## src/rtl/alu_pkg.sv

```systemverilog
// Shared types for the bit-serial ALU: opcode encoding, sequencer states
// and a small opcode classification helper.
package alu_pkg;

  typedef logic [1:0] op_t;

  localparam op_t OP_ADD  = 2'b00;
  localparam op_t OP_SUB  = 2'b01;
  localparam op_t OP_XOR  = 2'b10;
  localparam op_t OP_NAND = 2'b11;

  typedef enum logic [1:0] {
    IDLE = 2'd0,
    RUN  = 2'd1,
    DONE = 2'd2
  } state_t;

  // Arithmetic ops propagate a carry chain; logic ops do not.
  function automatic logic is_arith(input op_t op);
    return (op == OP_ADD) || (op == OP_SUB);
  endfunction

endpackage

```

## src/rtl/serial_alu_bit.sv

```systemverilog
// One-bit combinational ALU slice. SUB is realised as a + ~b + cin, with the
// sequencer seeding cin=1 on the first bit. Logic ops force cout to 0.
module serial_alu_bit
  import alu_pkg::*;
(
  input  logic i_a,
  input  logic i_b,
  input  logic i_cin,
  input  op_t  i_op,
  output logic o_r,
  output logic o_cout
);

  logic w_b;

  // Bit function and carry-out for the selected opcode
  always_comb begin
    w_b    = (i_op == OP_SUB) ? ~i_b : i_b;
    o_r    = 1'b0;
    o_cout = 1'b0;
    case (i_op)
      OP_ADD, OP_SUB: begin
        o_r    = i_a ^ w_b ^ i_cin;
        o_cout = (i_a & w_b) | (i_a & i_cin) | (w_b & i_cin);
      end
      OP_XOR:  o_r = i_a ^ i_b;
      OP_NAND: o_r = ~(i_a & i_b);
      default: o_r = 1'b0;
    endcase
  end

endmodule

```

## src/rtl/serial_alu_sequencer.sv

```systemverilog
// Bit-serial word ALU: captures an operand pair, walks it LSB first through a
// single serial_alu_bit slice with a carry flip-flop, and publishes the
// reassembled word with a one-cycle done pulse.
// Optional feature macro: SERIAL_ALU_FLAGS_EN adds o_zero / o_overflow.
module serial_alu_sequencer
  import alu_pkg::*;
#(
  parameter int WIDTH = 8
) (
  input  logic             i_clk,
  input  logic             i_reset,
  input  logic             i_start,
  input  op_t              i_op,
  input  logic [WIDTH-1:0] i_a,
  input  logic [WIDTH-1:0] i_b,
  output logic             o_busy,
  output logic             o_done,
  output logic [WIDTH-1:0] o_result,
  output logic             o_carry
`ifdef SERIAL_ALU_FLAGS_EN
  ,
  output logic             o_zero,
  output logic             o_overflow
`endif
);

  localparam int              CW   = $clog2(WIDTH + 1);
  localparam logic [CW-1:0]   LAST = CW'(WIDTH - 1);

  state_t           r_state;
  logic [CW-1:0]    r_cnt;
  logic [WIDTH-1:0] r_a;
  logic [WIDTH-1:0] r_b;
  logic [WIDTH-2:0] r_sh;      // partial result, fills from the MSB side
  op_t              r_op;
  logic             r_cy;      // carry between bits
  logic [WIDTH-1:0] r_res;     // published result, held between operations
  logic             r_carry;   // published carry-out

  logic             w_start_ok;
  logic             w_run;
  logic             w_last;
  logic             w_r;
  logic             w_cout;
  logic [WIDTH-1:0] w_nxt;

  assign w_start_ok = i_start && ((r_state == IDLE) || (r_state == DONE));
  assign w_run      = (r_state == RUN);
  assign w_last     = w_run && (r_cnt == LAST);
  assign w_nxt      = {w_r, r_sh};

  serial_alu_bit u_bit (
    .i_a    (r_a[0]),
    .i_b    (r_b[0]),
    .i_cin  (r_cy),
    .i_op   (r_op),
    .o_r    (w_r),
    .o_cout (w_cout)
  );

  // Sequencer FSM: start is only honoured in IDLE or DONE
  always_ff @(posedge i_clk) begin
    if (i_reset) begin
      r_state <= IDLE;
    end else begin
      case (r_state)
        IDLE:    if (i_start) r_state <= RUN;
        RUN:     if (w_last)  r_state <= DONE;
        DONE:    r_state <= i_start ? RUN : IDLE;
        default: r_state <= IDLE;
      endcase
    end
  end

  // Operand capture on start, then one shift/carry/count step per RUN cycle
  always_ff @(posedge i_clk) begin
    if (i_reset) begin
      r_cnt <= '0;
      r_a   <= '0;
      r_b   <= '0;
      r_sh  <= '0;
      r_op  <= OP_ADD;
      r_cy  <= 1'b0;
    end else if (w_start_ok) begin
      r_cnt <= '0;
      r_a   <= i_a;
      r_b   <= i_b;
      r_op  <= i_op;
      r_cy  <= (i_op == OP_SUB);
    end else if (w_run) begin
      r_cnt <= r_cnt + CW'(1);
      r_a   <= r_a >> 1;
      r_b   <= r_b >> 1;
      r_sh  <= w_nxt[WIDTH-1:1];
      r_cy  <= w_cout;
    end
  end

  // Publish result and carry on the last bit so outputs stay stable while
  // a following operation is in flight
  always_ff @(posedge i_clk) begin
    if (i_reset) begin
      r_res   <= '0;
      r_carry <= 1'b0;
    end else if (w_last) begin
      r_res   <= w_nxt;
      r_carry <= w_cout;
    end
  end

  assign o_busy   = w_run;
  assign o_done   = (r_state == DONE);
  assign o_result = r_res;
  assign o_carry  = r_carry;

`ifdef SERIAL_ALU_FLAGS_EN
  logic r_zacc;
  logic r_zero;
  logic r_ovf;

  // Sticky OR of result bits; overflow = carry into MSB xor carry out of MSB
  always_ff @(posedge i_clk) begin
    if (i_reset) begin
      r_zacc <= 1'b0;
      r_zero <= 1'b0;
      r_ovf  <= 1'b0;
    end else if (w_start_ok) begin
      r_zacc <= 1'b0;
    end else if (w_run) begin
      r_zacc <= r_zacc | w_r;
      if (w_last) begin
        r_zero <= ~(r_zacc | w_r);
        r_ovf  <= is_arith(r_op) & (r_cy ^ w_cout);
      end
    end
  end

  assign o_zero     = r_zero;
  assign o_overflow = r_ovf;
`else
  // Flag ports and logic are not built in this configuration.
`endif

endmodule

```

## config.mk

```make
export PLATFORM = sky130hd
export DESIGN_NAME = serial_alu_sequencer
export DESIGN_NICKNAME = d
export VERILOG_FILES = /design/src/rtl/alu_pkg.sv /design/src/rtl/serial_alu_bit.sv /design/src/rtl/serial_alu_sequencer.sv
export SDC_FILE = /design/constraint.sdc
export NUM_CORES = 1
export LEC_CHECK = 0
export ABC_CLOCK_PERIOD_IN_PS = 1900
export CAP_MARGIN = 20
export CORE_ASPECT_RATIO = 0.8
export CORE_MARGIN = 2
export CORE_UTILIZATION = 30
export DETAILED_ROUTE_END_ITERATION = 8
export PLACE_DENSITY = 0.48
export RECOVER_POWER = 100
export SYNTH_ARGS = -nofsm -noshare
export SYNTH_HDL_FRONTEND = slang
export SYNTH_SLANG_ARGS = --single-unit
```

## constraint.sdc

```tcl
create_clock -name i_clk -period 1.9 [get_ports i_clk]
set_input_delay 0.38 -clock i_clk [delete_from_list [all_inputs] [get_ports i_clk]]
set_output_delay 0.38 -clock i_clk [all_outputs]
set_load 0.01 [all_outputs]
```

# After elaboration in Yosys (flattened, before gate mapping)
# Index checks and enable logic that the tools add are counted.
[classes] n_addsub=1 eq_ne=9 mux=13 bitwise_logic=12 reduce_logical=10
[ops] operator="$mux 8" count=4
[ops] operator="$eq 2x1->1 const B" count=3
[ops] operator="$eq 2x2->1 const B" count=3
[ops] operator="$pmux 2 s3" count=1
[ops] operator="$mux 1" count=5
[ops] operator="$add 4x1->4 const B" count=1
[ops] operator="$and 1x1->1" count=4
[ops] operator="$eq 4x3->1 const B" count=1
[ops] operator="$logic_not 2->1" count=2
[ops] operator="$mux 2" count=2
[ops] operator="$reduce_and 2->1" count=2
[ops] operator="$reduce_or 2->1" count=2
[ops] operator="$not 1->1" count=3
[ops] operator="$pmux 1 s3" count=1
[ops] operator="$xor 1x1->1" count=3
[ops] operator="$logic_and 1x1->1" count=2
[ops] operator="$ne 2x1->1 const B" count=1
[ops] operator="$ne 2x2->1 const B" count=1
[ops] operator="$or 1x1->1" count=2
[ops] operator="$reduce_bool 2->1" count=1
[ops] operator="$logic_or 1x1->1" count=1
[totals] ff_bits=41 input_bits=21 output_inout_bits=11 elab_cells=54

# Longest topological paths before layout
[depth] ltp_word=8 ltp_mapped=6 mapped_depth_nobuf=6

# Cells and area by module
# Synthesis repeated with hierarchy kept, for this count alone.
[hier_totals] cells_unflattened=198 area_unflattened_um2=1756.7
[modules_own_cells] mod="serial_alu_sequencer" instances=1 cells_per_inst=189 area_each_um2=1680.4 seq_area_each_um2=820.8
[modules_own_cells] mod="serial_alu_bit" instances=1 cells_per_inst=9 area_each_um2=76.3 seq_area_each_um2=0.0

# Worst setup path after synthesis
# OpenSTA, ideal clock, no wires.
[synth_path] kind="reg2reg" start="register r_op[1]" end="register r_sh[6]" setup_ns=0.091 t_arrival_ns=1.358 required_time_ns=1.809 slack_ns=0.451 stages_incl_launch_ff=6 path_buffers=0 period_less_slack_ns=1.449 cell_sequence="dfxtp_1 nand2b_1 xnor2_1 fa_1 nand2b_1 a311oi_1"
[synth_via] elab_chain_len=5 word_cells_on_any_way=9 cone_classes="eq/ne (3); mux (2); bitwise (2); reduce/logical (2)"
[synth_rtl] element="start: declaration" line_no="serial_alu_sequencer.sv:35" text="op_t r_op;"
[synth_rtl] element="start signal: assignment" line_no="serial_alu_sequencer.sv:88" text="r_op <= i_op;"
[synth_rtl] element="$eq 2x1->1" line_no="serial_alu_bit.sv:18, serial_alu_bit.sv:21"
[synth_rtl] element="$mux 1" line_no="serial_alu_bit.sv:18" text="w_b = (i_op == OP_SUB) ? ~i_b : i_b;"
[synth_rtl] element="$xor 1x1->1 (2 in a row)" line_no="serial_alu_bit.sv:23" text="o_r = i_a ^ w_b ^ i_cin;"
[synth_rtl] element="$pmux 1 s3 *" line_no="serial_alu_bit.sv:21" text="case (i_op)"
[synth_rtl] element="end signal: assignment" line_no="serial_alu_sequencer.sv:94" text="r_sh <= w_nxt[WIDTH-1:1];"
[synth_rtl] element="end: declaration" line_no="serial_alu_sequencer.sv:34" text="logic [WIDTH-2:0] r_sh;"
# Mark *: on every way between the ends. The rest lies on a longest branch, timed or not.
# A chain may end at the register's enable or synchronous reset.

# Worst setup path after layout
[layout_path] start="register r_state[0]" end="output port o_busy"
[layout_via] elab_chain_len=1
[layout_rtl] element="start: declaration" line_no="serial_alu_sequencer.sv:30" text="state_t r_state;"
[layout_rtl] element="start signal: assignment" line_no="serial_alu_sequencer.sv:69" text="DONE: r_state <= i_start ? RUN : IDLE;"
[layout_rtl] element="$eq 2x1->1" line_no="serial_alu_sequencer.sv:48" text="assign w_run = (r_state == RUN);"
[layout_rtl] element="end: declaration" line_no="serial_alu_sequencer.sv:16" text="output logic o_busy,"
# Every way passes these cells.

==> insert_results.sql <==
INSERT INTO impl_metrics (metric_group, metric, value, unit) VALUES
('yosys', 'synth-main-ff-cell', 'sky130_fd_sc_hd__dfxtp_1', ''),
('timing', 'final_hold_viol_count', '0', ''),
('die', 'row_count', '24', ''),
('yosys', 'yosysWarningCount', '0', ''),
('setup_path', 'worstRegToRegCells', '5', ''),
('placed_design', 'place_hpwl', '2440', 'µm'),
('timing', 'fin_setup_tns', '0', 'ns'),
('yosys', 'synth_area', '1730', 'µm²'),
('power_and_ir_drop', 'share_clk_of_total_power', '33.3', '%'),
('setup_path', 'timing.critical_path.required', '1.52', 'ns'),
('cells_and_area', 'insertedDiodeCount', '0', ''),
('clock_tree', 'cts.sinks', '41', ''),
('global_routing', 'globalRoute.totalOverflow', '0', ''),
('power_and_ir_drop', 'power_frac_seq', '53.9', '%'),
('min_path', 'hold_path_class', 'flip-flop to flip-flop', ''),
('clock_tree', 'clock_latency', '0.29', 'ns'),
('timing', 'max-slew-margin-rel', '53.2', '%'),
('setup_path', 'timing.rr.start', 'r_state[0]', ''),
('die', 'coreArea', '5500', 'µm²'),
('yosys', 'synth_area_leaders', 'sky130_fd_sc_hd__dfxtp_1, sky130_fd_sc_hd__nand2_1, sky130_fd_sc_hd__a21oi_1', ''),
('setup_path', 'timing.setup.critical_path_class', 'flip-flop to output port', ''),
('power_and_ir_drop', 'vdd.ir_drop.worst', '0.000223', 'V'),
('yosys', 'async_reset_ff_share', '0', '%'),
('yosys', 'postSynthAreaPerCell', '8.50', 'µm²'),
('setup_path', 'crit_fanout', '6', ''),
('global_routing', 'grt_use_total', '13.1', '%'),
('cells_and_area', 'finish.net_count', '251', ''),
('setup_path', 'cp.arrival', '1.43', 'ns'),
('route', 'antenna_violating_nets_post_route', '0', ''),
('placed_design', 'place.port_buffers', '31', ''),
('power_and_ir_drop', 'netSwitchingPower', '0.431', 'mW'),
('power_and_ir_drop', 'leakagePower', '0.771', 'nW'),
('setup_path', 'crit_path_end', 'o_busy', ''),
('timing', 'grt_setup_unrepaired', 'false', ''),
('clock_tree', 'cts_tree', 'yes', ''),
('global_routing', 'grt_pass1_wl', '6440', 'µm'),
('setup_path', 'biggest_cell_delay_along_the_critical_path', '0.52', 'ns'),
('setup_path', 'cp_top_delay_family', 'buffers and inverters', ''),
('setup_path', 'cells_along_the_critical_path', 'nand2b_1 > clkinv_2 > clkdlybuf4s50_1', ''),
('placed_design', 'detailed_place.area', '2090', 'µm²'),
('timing', 'final.hold.worst_slack', '0.458', 'ns'),
('yosys', 'net_count_after_synthesis', '227', ''),
('clock_tree', 'cts-buffers-inserted', '5', ''),
('clock_tree', 'path_clk_slew', '0.07', 'ns'),
('die', 'io_pins', '32', ''),
('cells_and_area', 'final-seq-area', '821', 'µm²'),
('placed_design', 'globalplace.congestion', '0.752', ''),
('setup_path', 'timing.critical_path.depth', '3', ''),
('die', 'die-area', '6380', 'µm²'),
('yosys', 'synth.top_cells.by_count', 'sky130_fd_sc_hd__dfxtp_1, sky130_fd_sc_hd__nand2_1, sky130_fd_sc_hd__a21oi_1, sky130_fd_sc_hd__nor2_1, sky130_fd_sc_hd__a311oi_1', ''),
('clock_tree', 'cts_root_buffer', 'sky130_fd_sc_hd__clkbuf_8', ''),
('route', 'routed_via_density', '4.82', ''),
('yosys', 'syn_inst', '203', ''),
('cells_and_area', 'area.growth.synth_to_final', '25.7', '%'),
('route', 'drtPass1Iterations', '4', ''),
('yosys', 'netlist.area_leader.share', '47.6', '%'),
('clock_tree', 'post_cts_resized', '0', ''),
('cells_and_area', 'finish.instance_area', '2170', 'µm²'),
('status', 'status', 'complete, no violations', ''),
('setup_path', 'reg2reg_to', 'r_a[3]', ''),
('cells_and_area', 'fillCellCount', '563', ''),
('setup_path', 'critPathLaunchType', 'flip-flop', ''),
('timing', 'maxClockFrequency', '554', 'MHz'),
('route', 'routed-via-count', '1470', ''),
('cells_and_area', 'post_route_cells_drive_above_1_share', '4.85', '%'),
('clock_tree', 'post_cts_setup_bufs', '0', ''),
('die', 'fp.dieH', '71.8', 'µm'),
('power_and_ir_drop', 'power.switching_fraction', '25.0', '%'),
('timing', 'finalWorstPathRequiredPeriod', '1.81', 'ns'),
('yosys', 'edff_count_synth', '0', ''),
('timing', 'tightest_slew', '0.702', 'ns');
tightest hold or removal path, stage by stage (launching register included):
cell and delay, ns:
sky130_fd_sc_hd__dfxtp_1 0.31, sky130_fd_sc_hd__nand2_1 0.05, sky130_fd_sc_hd__a21oi_1 0.05
metal layers:
layer	routed length [µm]	track usage [%]	vias to the layer above
met3	158	4.15	8
met2	1580	18.1	32
li1	-	-	749
met1	2080	18.6	681
met5	0	0	-
met4	69	5.56	0
power by group through the flow:
stage,Sequential (mW),Clock [mW],Combinational (mW)
global placement,0.947,0,0.229
global route,0.932,0.617,0.249
finish,0.927,0.573,0.221
CTS,0.927,0.596,0.229
detailed placement,0.946,0,0.228
floorplan,0.939,0,0.150
flip-flops by register name, indices dropped and copies added, names as in the netlist:
name and flops:
o_carry 1, r_a 8, r_sh 7, r_cnt 4
r_b 8, r_state 2, r_cy 1, o_result 8
r_op 2
how the worst min path moves through the flow:
stage	startpoint	end	cells past startpoint	slack (ns)
2_1_floorplan	r_sh[0]	r_sh[0]	2	0.44
3_3_place_gp	r_sh[0]	r_sh[0]	2	0.45
3_5_place_dp	r_sh[0]	r_sh[0]	2	0.45
4_1_cts	r_sh[0]	r_sh[0]	2	0.46
5_1_grt	r_sh[0]	r_sh[0]	2	0.48
6_report	r_sh[0]	r_sh[0]	2	0.46
layout by cell type (no fill, tap or decap), types with 2 or more instances in the layout:
| master | synthesis | final |
|---|---|---|
| sky130_fd_sc_hd__nand3b_1 | 2 | 2 |
| sky130_fd_sc_hd__a21oi_1 | 22 | 22 |
| sky130_fd_sc_hd__nand2_1 | 37 | 37 |
| sky130_fd_sc_hd__ha_1 | 2 | 2 |
| sky130_fd_sc_hd__clkdlybuf4s50_1 | 0 | 21 |
| sky130_fd_sc_hd__clkbuf_8 | 0 | 6 |
| sky130_fd_sc_hd__dlygate4sd3_1 | 0 | 10 |
| sky130_fd_sc_hd__nor2_1 | 13 | 13 |
| sky130_fd_sc_hd__mux2i_1 | 3 | 3 |
| sky130_fd_sc_hd__xnor2_1 | 2 | 2 |
| sky130_fd_sc_hd__nand2b_1 | 4 | 4 |
| sky130_fd_sc_hd__clkbuf_1 | 6 | 2 |
| sky130_fd_sc_hd__buf_12 | 0 | 2 |
| sky130_fd_sc_hd__nor3_1 | 9 | 9 |
| sky130_fd_sc_hd__a22oi_1 | 3 | 3 |
| sky130_fd_sc_hd__dfxtp_1 | 41 | 41 |
| sky130_fd_sc_hd__nand3_1 | 11 | 11 |
| sky130_fd_sc_hd__a211oi_1 | 1 | 2 |
| sky130_fd_sc_hd__o21ai_0 | 9 | 9 |
| sky130_fd_sc_hd__a311oi_1 | 12 | 12 |
area by class of cell:
class                   instances  share of cell area (%)
multi-input cells             141                    36.4
clock buffers                   7                    3.98
well taps                      78                    4.50
flip-flops and latches         41                    37.9
inverters                       2                   0.404
repair buffers                 36                    16.9
per-stage QoR:
stage	power, mW	utilization [%]	instances	worst slack, ns
final	1.72	39.5	305	0.0938
after floorplan	1.09	-	203	0.451
after detailed placement	1.17	38.1	298	0.290
after CTS	1.75	39.7	305	0.0673
after global routing	1.80	39.5	305	0.0347
after global placement	1.18	38.1	298	0.307
cells by family (layout without fill, tap and decap cells):
logic type	after synthesis	after routing	share of synthesized area (%)
flops	41	41	47.6
simple gates	82	82	21.8
mux	3	3	1.74
compound gates	50	50	18.3
buf+inv	21	45	6.45
xor+xnor	3	3	1.52
fa+ha+maj	3	3	2.61
Note: power is estimated with default switching activity, not from simulation.
